File: src/rtl/bow_pkg.sv
// Shared bow definitions: FSM state type and sprite frame sizing used by the
// charge controller and the bow sprite mux.
package bow_pkg;

  typedef enum logic [2:0] {
    StIdle,
    StDraw,
    StHold,
    StRelease,
    StCooldown
  } bow_state_t;

  localparam int unsigned BOW_NUM_FRAMES = 6;
  localparam int unsigned BOW_FRAME_W    = 3;

  function automatic int unsigned bow_max(input int unsigned a, input int unsigned b);
    return (a > b) ? a : b;
  endfunction

endpackage

File: src/rtl/bow_tick_counter.sv
// Frame-tick counter with a runtime terminal value; done is sticky until clear,
// last flags that the next tick completes the count.
module bow_tick_counter #(
  parameter int unsigned Width = 5
) (
  input  logic             vga_clk,
  input  logic             Reset,
  input  logic             clear,
  input  logic             tick,
  input  logic [Width-1:0] last_val,
  output logic             last,
  output logic             done
);

  logic [Width-1:0] count_q;

  assign last = (count_q == last_val);

  always_ff @(posedge vga_clk) begin
    if (Reset || clear) begin
      count_q <= '0;
      done    <= 1'b0;
    end else if (tick && !done) begin
      if (last) begin
        done <= 1'b1;
      end else begin
        count_q <= count_q + Width'(1);
      end
    end
  end

endmodule

File: src/rtl/bow_charge_ctrl.sv
// Bow draw/release sequencer: advances the sprite frame on frame ticks while fire
// is held and emits a one-cycle launch carrying the charge level on release.
module bow_charge_ctrl
  import bow_pkg::*;
#(
  parameter int unsigned TICKS_PER_FRAME  = 6,
  parameter int unsigned NUM_FRAMES       = BOW_NUM_FRAMES,
  parameter int unsigned MIN_LAUNCH_FRAME = 1,
  parameter int unsigned COOLDOWN_TICKS   = 20
) (
  input  logic                   vga_clk,
  input  logic                   Reset,
  input  logic                   frame_tick,
  input  logic                   fire_btn,
  input  logic                   arrow_busy,
  output logic [BOW_FRAME_W-1:0] frame_sel,
  output logic                   launch,
  output logic [BOW_FRAME_W-1:0] launch_power,
  output logic                   charging
);

  localparam int unsigned CntMax = bow_max(TICKS_PER_FRAME, COOLDOWN_TICKS);
  localparam int unsigned CntW   = (CntMax > 1) ? $clog2(CntMax) : 1;

  localparam logic [CntW-1:0]        StepLast  = CntW'(TICKS_PER_FRAME - 1);
  localparam logic [CntW-1:0]        CoolLast  = CntW'(COOLDOWN_TICKS - 1);
  localparam logic [BOW_FRAME_W-1:0] LastFrame = BOW_FRAME_W'(NUM_FRAMES - 1);
  localparam logic [BOW_FRAME_W-1:0] MinFrame  = BOW_FRAME_W'(MIN_LAUNCH_FRAME);

  bow_state_t             state_q, state_d;
  logic [BOW_FRAME_W-1:0] frame_sel_q, frame_sel_d;
  logic [BOW_FRAME_W-1:0] launch_power_q;
  logic                   launch_q, charging_q;

  logic            cnt_clear, cnt_tick, cnt_last, cnt_done, step_wrap;
  logic [CntW-1:0] cnt_last_val;

  assign cnt_last_val = (state_q == StCooldown) ? CoolLast : StepLast;
  assign cnt_tick     = frame_tick && ((state_q == StDraw) || (state_q == StCooldown));
  // Guarded on LastFrame so a draw resumed from a saturated frame cannot overflow.
  assign step_wrap    = (state_q == StDraw) && fire_btn && frame_tick && cnt_last &&
                        (frame_sel_q != LastFrame);
  assign cnt_clear    = (state_d != state_q) || step_wrap;

  bow_tick_counter #(
    .Width (CntW)
  ) u_tick_counter (
    .vga_clk  (vga_clk),
    .Reset    (Reset),
    .clear    (cnt_clear),
    .tick     (cnt_tick),
    .last_val (cnt_last_val),
    .last     (cnt_last),
    .done     (cnt_done)
  );

  always_comb begin
    state_d     = state_q;
    frame_sel_d = frame_sel_q;
    unique case (state_q)
      StIdle: begin
        if (frame_tick) frame_sel_d = '0;
        if (fire_btn && !arrow_busy) state_d = StDraw;
      end
      StDraw, StHold: begin
        // Release takes priority over any coincident frame tick.
        if (!fire_btn) begin
          state_d = ((frame_sel_q >= MinFrame) && !arrow_busy) ? StRelease : StIdle;
        end else if (frame_sel_q == LastFrame) begin
          state_d = StHold;
        end else if (step_wrap) begin
          frame_sel_d = frame_sel_q + BOW_FRAME_W'(1);
          if (frame_sel_d == LastFrame) state_d = StHold;
        end
      end
      StRelease: state_d = StCooldown;
      StCooldown: begin
        if (frame_tick) frame_sel_d = '0;
        if (cnt_done && !fire_btn) state_d = StIdle;
      end
      default: state_d = StIdle;
    endcase
  end

  always_ff @(posedge vga_clk) begin
    if (Reset) begin
      state_q        <= StIdle;
      frame_sel_q    <= '0;
      launch_q       <= 1'b0;
      launch_power_q <= '0;
      charging_q     <= 1'b0;
    end else begin
      state_q     <= state_d;
      frame_sel_q <= frame_sel_d;
      charging_q  <= (state_d == StDraw) || (state_d == StHold);
      launch_q    <= (state_q == StRelease);
      if (state_q == StRelease) launch_power_q <= frame_sel_q;
    end
  end

  assign frame_sel    = frame_sel_q;
  assign launch       = launch_q;
  assign launch_power = launch_power_q;
  assign charging     = charging_q;

endmodule

File: config.mk
export PLATFORM = sky130hd
export DESIGN_NAME = bow_charge_ctrl
export DESIGN_NICKNAME = d
export VERILOG_FILES = /design/src/rtl/bow_pkg.sv /design/src/rtl/bow_tick_counter.sv /design/src/rtl/bow_charge_ctrl.sv
export SDC_FILE = /design/constraint.sdc
export NUM_CORES = 1
export LEC_CHECK = 0
export ABC_AREA = 1
export ABC_CLOCK_PERIOD_IN_PS = 2250
export BUFFER_PORTS_ARGS = -buffer_cell sky130_fd_sc_hd__buf_2
export CAP_MARGIN = 20
export CORE_MARGIN = 10
export CORE_UTILIZATION = 45
export DETAILED_ROUTE_END_ITERATION = 16
export PLACE_DENSITY_LB_ADDON = 0.3
export REMOVE_ABC_BUFFERS = 1
export SLEW_MARGIN = 20
export SYNTH_ARGS = -nofsm -noshare
export SYNTH_HDL_FRONTEND = slang
export SYNTH_SLANG_ARGS = --single-unit
File: constraint.sdc
create_clock -name vga_clk -period 2.25 [get_ports vga_clk]
set_clock_uncertainty 0.2 [all_clocks]
set_input_delay 0.225 -clock vga_clk [delete_from_list [all_inputs] [get_ports vga_clk]]
set_output_delay 0.225 -clock vga_clk [all_outputs]
set_load 0.02 [all_outputs]
==> results.md, run 1 <==
- ANT nets after route: 0
- Seq/Total Area, Yosys: 0.3375
- Run status: complete, no violations
- Ports: 13
- Share of cells above drive strength 1: 0.2549
- Cell count along the critical path: 9
- H-tree depth: 1
- Synth Area in Compound Gates: 0.06948
- Largest delay contributor family on the critical path: simple AND/OR/NAND/NOR gates
- DRT iter0 DRCs: 37
- First-pass GRT wire length: 3822 um
- Port Buffers: 12
- Adder-cell share of the synthesized area: 0.04963
- R2r worst-path depth: 9
- Highest clock rate: 498.0 MHz
- Core area: 2170 sq um
- Ys Warns: 0
- Syn-to-layout area delta: 12.78%
- Router iterations before antenna repair: 4
- Critical Path End Type: register
- Leak: 0.5114 nW
- Fin Hold WS: 0.07034 ns
- Placer's final routability congestion estimate: 0.9682
- Slew Limit Fails: 0
- Avg Cell Area, Syn: 7.361 sq um
- Hold path depth: 3
- Most area-hungry cell type in the Yosys netlist: dfxtp_1
- Vias in the first global route: 900
- Die Width: 67.34 um
- Critical path class: register to register
- Clk buf depth: 2
- Initial core utilization: 0.4648
- Top post-synthesis cells by area: dfxtp_1, nand2_1, inv_1, nor3_2, nor2_1
- Min-Delay Path Class: primary input to register
- Largest net degree at the start of global routing: 11
- Via density: 4.862
- Total power: 0.5130 mW
- Largest family of logic cells by synthesized area: simple AND/OR/NAND/NOR gates
- Placement Setup Slack: 0.2980 ns
- FF+latch count, synth: 17
- Commonest non-fill, non-tap cell in the layout: nand2_1
- CTS tree: done
- Reg clk slew, reported paths: 0.09 ns
- Worst setup SP type: register
- Clock Root Buffer: clkbuf_4
- Post-Synth Simple-Gate Area: 0.4020
- Synth top area share: 0.3375
- RSZ-0062 raised after global routing: false
- Antenna Cells: 0
- Die height: 67.34 um
- HPWL after DPL: 1725 um
- Clock Latency Late Sink: 0.30 ns
- Initial antenna violation count: 0
- Fin worst setup slack: 0.2419 ns
- Crit Path Max Fanout: 6
- Netlist cell types: 25
- Post-route setup TNS: 0 ns
- Die area: 4535 sq um
- CP arrival: 2.04 ns
- Grt ovf: 0
- Post-CTS Setup Inserts: 0
- CP max stage delay: 0.46 ns
- PD cells: 451.0 nW/um^2
- Min Tclk post-route: 2.008 ns
- Post-Route WL: 2144 um
- Worst EP required: 2.28 ns
- XOR/XNOR Fraction of Synth Area: 0.05211
- Wire length per cell: 11.85 um
- Layout Utilization: 0.5242
- Part of the cycle the worst path needs: 0.8925
- # clock sinks: 17
- Crit-path cells: inv_1 -> ha_1 -> o311ai_0 -> nand2_1 -> nand2_2 -> nand2_1 -> nand2_2 -> nand2_4 -> nor3_2
- Post-Syn Area: 1008 sq um
- Worst slew pin tran: 0.5132 ns
- Mux share of post-synthesis cell area: 0
- Row Count: 17
- # setup viols final: 0
- VDD IR max: 357.8 uV
- Max-cap viol count: 0
- NumNets Final: 163
- Synthesized instance count: 137
- Slowest cell on crit path: o311ai_0
- Vias: 880
- Most frequent cells in the layout: nand2_1, inv_1, dfxtp_1
- TritonCTS buffer count: 3
- Total track usage: 0.1082
- Post-route DRC: 0
- Worst path bufs/invs: 1
- Fin. Hold Viols: 0
- Rel. slew slack: 0.6535
[cell type report]
| class | instances | area [sq um] |
|---|---|---|
| clock buffers | 3 | 22.52 |
| multi-input cells | 96 | 578.1 |
| clock inverters | 1 | 5.005 |
| repair buffers | 13 | 70.07 |
| inverters | 23 | 86.33 |
| well taps | 28 | 35.03 |
| flip-flops and latches | 17 | 340.3 |
| fillers | 216 | 1032 |
[registers in the layout (all words and copies together) (netlist names)]
signal / count
state_q: 3
frame_sel: 3
charging: 1
launch_power: 3
u_tick_counter.done: 1
u_tick_counter.count_q: 5
launch: 1
[final timing paths]
check / startpoint / to / slack, ns
worst max-delay path: frame_sel[1] / u_tick_counter.count_q[0] / 0.24
worst min-delay path: fire_btn / state_q[0] / 0.07
worst max register to register: frame_sel[1] / u_tick_counter.count_q[0] / 0.24
worst min register to register: launch_power[0] / launch_power[0] / 0.27
[cell families after synthesis]
logic type                 Yosys count
and+or+nand+nor                     74
buffers and inverters               24
xor gates and xnor gates             6
DFF                                 17
adders and majority gates            4
AOI/OAI and AO/OA                   12
[layer usage]
| metal | up-vias | global-route usage | share of wire |
|---|---|---|---|
| met5 | - | 0 | 0 |
| met2 | 21 | 0.1896 | 0.48 |
| li1 | 456 | - | - |
| met3 | 7 | 0.02810 | 0.048 |
| met4 | 0 | 0.06923 | 0.031 |
| met1 | 396 | 0.1126 | 0.44 |
[tightest hold or removal path, stage by stage]
cell,delay (ns)
buf_2,0.12
nand4_1,0.10
a21oi_1,0.08
[report_power, final]
part	switching (mW)	internal, mW
Sequential	0.00198	0.303
Combinational	0.0291	0.0149
Clock	0.0978	0.0664
Total	0.129	0.384
[per-stage QoR]
| stage | area (sq um) | instances |
|---|---|---|
| after detailed placement | 1100 | 176 |
| after global placement | 1100 | 176 |
| final | 1137 | 181 |
| after floorplan | 1005 | 136 |
| after global routing | 1137 | 181 |
| after CTS | 1137 | 181 |
[synth_stat cells]
| cell | n |
|---|---|
| nor3_1 | 1 |
| xor2_1 | 5 |
| inv_1 | 22 |
| ha_1 | 4 |
| a22o_1 | 1 |
| nand3_2 | 1 |
| dfxtp_1 | 17 |
| nand2_4 | 3 |
| nor3_2 | 6 |
| clkbuf_1 | 1 |
| xnor2_1 | 1 |
| nor2_1 | 16 |
| nand2_2 | 6 |
| o21ai_0 | 3 |
| nor2_4 | 2 |
| nand3_4 | 1 |
| a211oi_1 | 1 |
| inv_2 | 1 |
| nand4_1 | 1 |
| nor2_2 | 2 |
| o311ai_0 | 1 |
| a21oi_1 | 6 |
| nand2_1 | 29 |
| nand3_1 | 5 |
| or2_2 | 1 |
[timing repair]
item | 4_1_cts | 5_1_grt
hold buffers | 1 | 0
hold endpoints to repair | 1 | 0
resized for setup | 0 | 0
Power figures use the tool's default switching activity.
==> run 2, diff against run 1 <==
- ABC_AREA: 1 -> not set
- SLEW_MARGIN: 20 -> not set
==> run 2 against run 1 <==
Count of clock-buffer cells in the layout unchanged. Power rose by 0.66%. Non-clock buffer count rose by 6.
==> results.md, run 2 <==
- Ys Warns: 0 (unchanged)
- Synthesized instance count: 121 (-12%)
- # clock sinks: 17 (unchanged)
- TritonCTS buffer count: 3 (unchanged)
- Gate power share: 0.084 (-0.002)
- Die area: 4558 sq um (+0.52%)
- Placer's final routability congestion estimate: 0.8269 (-15%)
- Total power: 0.5163 mW (+0.66%)
- Syn-to-layout area delta: 15.15%
- Commonest non-fill, non-tap cell in the layout: nor2_1
- Placed Area: 1114 sq um (+1.3%)
- H-tree depth: 1 (unchanged)
- Sw frac: 0.2512 (about the same)
- Rel. slew slack: 0.7404 (+0.08690)
- Post-Syn Area: 1016 sq um (+0.74%)
- Vias in the first global route: 861 (-4.3%)
- VDD IR max: 279.1 uV (-22%)
- Most area-hungry cell type in the Yosys netlist: dfxtp_1
- Largest net degree at the start of global routing: 13 (+2)
- Dpl cells: 161 (-8.5%)
- ANT nets after route: 0 (unchanged)
- Seq. cell area: 340.3 sq um (unchanged)
- Synth Flop Type: dfxtp_1
- Post-synth ARST share: 0 (unchanged)
- Area occupied by multi-input gates: 635.6 sq um (+10%)
- Min Tclk post-route: 2.089 ns (+0.08062 ns)
- Max FFs per register: 5 (unchanged)
- FF-to-FF End: u_tick_counter.done
- Top post-synthesis cells by area: dfxtp_1, nor2_1, a21oi_1, ha_1, nand2_1
- Most frequent cells after synthesis: nor2_1, dfxtp_1, nand2_1
- Ports: 13 (unchanged)
- # hold bufs at CTS: 0 (-1)
- Row Count: 17 (unchanged)
- R2r setup slk: 0.16 ns (-0.08 ns)
- DRT iter0 DRCs: 16 (-57%)
- Highest clock rate: 478.8 MHz (-3.9%)
- R2r worst-path depth: 5 (-4)
- Max-cap viol count: 0 (unchanged)
- Critical Path End Type: register
- Reg clk slew, reported paths: 0.10 ns (about the same)
- Clk buf depth: 2 (unchanged)
- Initial antenna violation count: 0 (unchanged)
- First-pass GRT wire length: 3739 um (-2.2%)
- Netlist cell types: 40 (+60%)
- Fin worst setup slack: 0.1613 ns (-0.08062 ns)
- Die Width: 67.52 um (+0.26%)
- Post-route cell area: 1170 sq um (+2.9%)
- Post-Route WL: 2209 um (+3.0%)
- P_int: 0.3866 mW (+0.68%)
- HPWL after DPL: 1718 um (-0.40%)
- Post-route DRC: 0 (unchanged)
- CTS tree: done
- EDFF count, synth: 0 (unchanged)
- Router iterations before antenna repair: 4 (unchanged)
- Hold Path Sink: frame_sel[1]
- Port Buffers: 12 (unchanged)
- Run status: complete, no violations
- Grt ovf: 0 (unchanged)
- Hold path depth: 2 (-1)
- Core area: 2191 sq um (+0.98%)
- Fin. Hold Viols: 0 (unchanged)
- # setup viols final: 0 (unchanged)
- Wire length per cell: 13.31 um (+12%)
- Seq/Total Area, Yosys: 0.3350 (-0.002494)
- Final Non-Filler Cells: 166 (-8.3%)
- Most common cell in the netlist: nor2_1
- Start of the worst register-to-register path: u_tick_counter.count_q[2]
- Antenna Cells: 0 (unchanged)
- Fill cells: 208 (-3.7%)
- Layout Utilization: 0.5340 (+0.009760)
- Clock Root Buffer: clkbuf_4
- Placement Setup Slack: 0.1189 ns (-0.1791 ns)
- CP arrival: 2.12 ns (+0.08 ns)
- Leak: 0.4381 nW (-14%)
- Worst slew pin tran: 0.3888 ns (-0.1244 ns)
- Reg power frac: 0.593 (about the same)
- Critical path class: register to register
- Min-Delay Path Class: primary input to register
- Initial core utilization: 0.4637 (-0.001086)
- Clock Latency Late Sink: 0.29 ns (about the same)
- Part of the cycle the worst path needs: 0.9283 (+0.03583)
- RSZ-0062 raised after global routing: false
- Clock power share: 0.323 (+0.003)
- Min-delay src: Reset
- Total track usage: 0.1042 (-0.004070)
- Slew Limit Fails: 0 (unchanged)
- Largest reg by FF count: u_tick_counter.count_q
- Worst setup SP type: register
- Die height: 67.52 um (+0.26%)
- Switching pwr: 0.1297 mW (+0.58%)
- FF+latch count, synth: 17 (unchanged)
- Via density: 5.482 (+13%)
- Synth top area share: 0.3350 (-0.002494)
- Worst EP required: 2.29 ns (about the same)
- Share of cells above drive strength 1: 0.2246 (-0.03026)
- Crit Path Max Fanout: 5 (-1)
- NumNets Final: 148 (-9.2%)
- Avg Cell Area, Syn: 8.396 sq um (+14%)
- Most frequent cells in the layout: nor2_1, dfxtp_1, buf_2
- PD cells: 441.4 nW/um^2 (-2.1%)
- Vias: 910 (+3.4%)
==> run 2: what timing repair did <==
item	4_1_cts	5_1_grt
hold endpoints to repair	0	0
setup endpoints to repair	0	8
resized for setup	0	2
setup buffers	0	1
==> run 2: per-stage QoR <==
| stage | hold slack [ns] | TNS, ns |
|---|---|---|
| final | 0.03760 | 0 |
| after global routing | 0.05437 | 0 |
| after CTS | 0.03778 | 0 |
| after detailed placement | 0.2785 | 0 |
| after floorplan | 0.09407 | -0.008983 |
| after global placement | 0.2782 | 0 |
==> run 2: final cells by class <==
type                            count  share of cell area
Clock buffer                        3             0.01925
Sequential cell                    17              0.2909
Timing Repair Buffer               19             0.09626
Multi-Input combinational cell     93              0.5433
Inverter                            5             0.01604
Tap cell                           28             0.02995
Clock inverter                      1            0.004278
==> run 2: kinds of logic after synthesis <==
group / Yosys count / synth area share
compound gates: 26 / 0.1724
xor+xnor: 6 / 0.05172
fa+ha+maj: 4 / 0.04926
buf+inv: 11 / 0.06035
flops: 17 / 0.3350
mux: 3 / 0.03448
simple gates: 54 / 0.2968
==> run 2: layer usage <==
layer	up-vias	part of all wire	track usage
li1	465	-	-
met1	424	0.47	0.1264
met2	19	0.49	0.1667
met3	2	0.042	0.03140
met4	0	0.0054	0.04359
met5	-	0	0
==> run 2: critical path, stage by stage, from the launching register on <==
cell	delay, ns
dfxtp_1	0.42
or3b_1	0.40
mux2i_4	0.23
nand2_1	0.13
or4b_1	0.50
a21oi_2	0.14
==> run 2: power groups by stage <==
| stage | registers [mW] | logic (mW) | clock network, mW |
|---|---|---|---|
| 2_1_floorplan | 0.315 | 0.0214 | 0 |
| 3_3_place_gp | 0.314 | 0.0415 | 0 |
| 3_5_place_dp | 0.313 | 0.0422 | 0 |
| 4_1_cts | 0.306 | 0.0423 | 0.172 |
| 5_1_grt | 0.307 | 0.0479 | 0.189 |
| 6_report | 0.306 | 0.0432 | 0.167 |
==> run 2: worst max-delay path by stage <==
stage / startpoint / end / slack (ns) / cells after the start
final: u_tick_counter.count_q[2] / u_tick_counter.done / 0.16 / 5
after global routing: state_q[1] / frame_sel[2] / 0.01 / 6
after CTS: frame_sel[1] / frame_sel[2] / 0.09 / 7
after detailed placement: frame_sel[1] / frame_sel[2] / 0.12 / 7
after global placement: u_tick_counter.count_q[2] / u_tick_counter.done / 0.17 / 5
after floorplan: frame_sel[1] / frame_sel[2] / -0.009 / 7
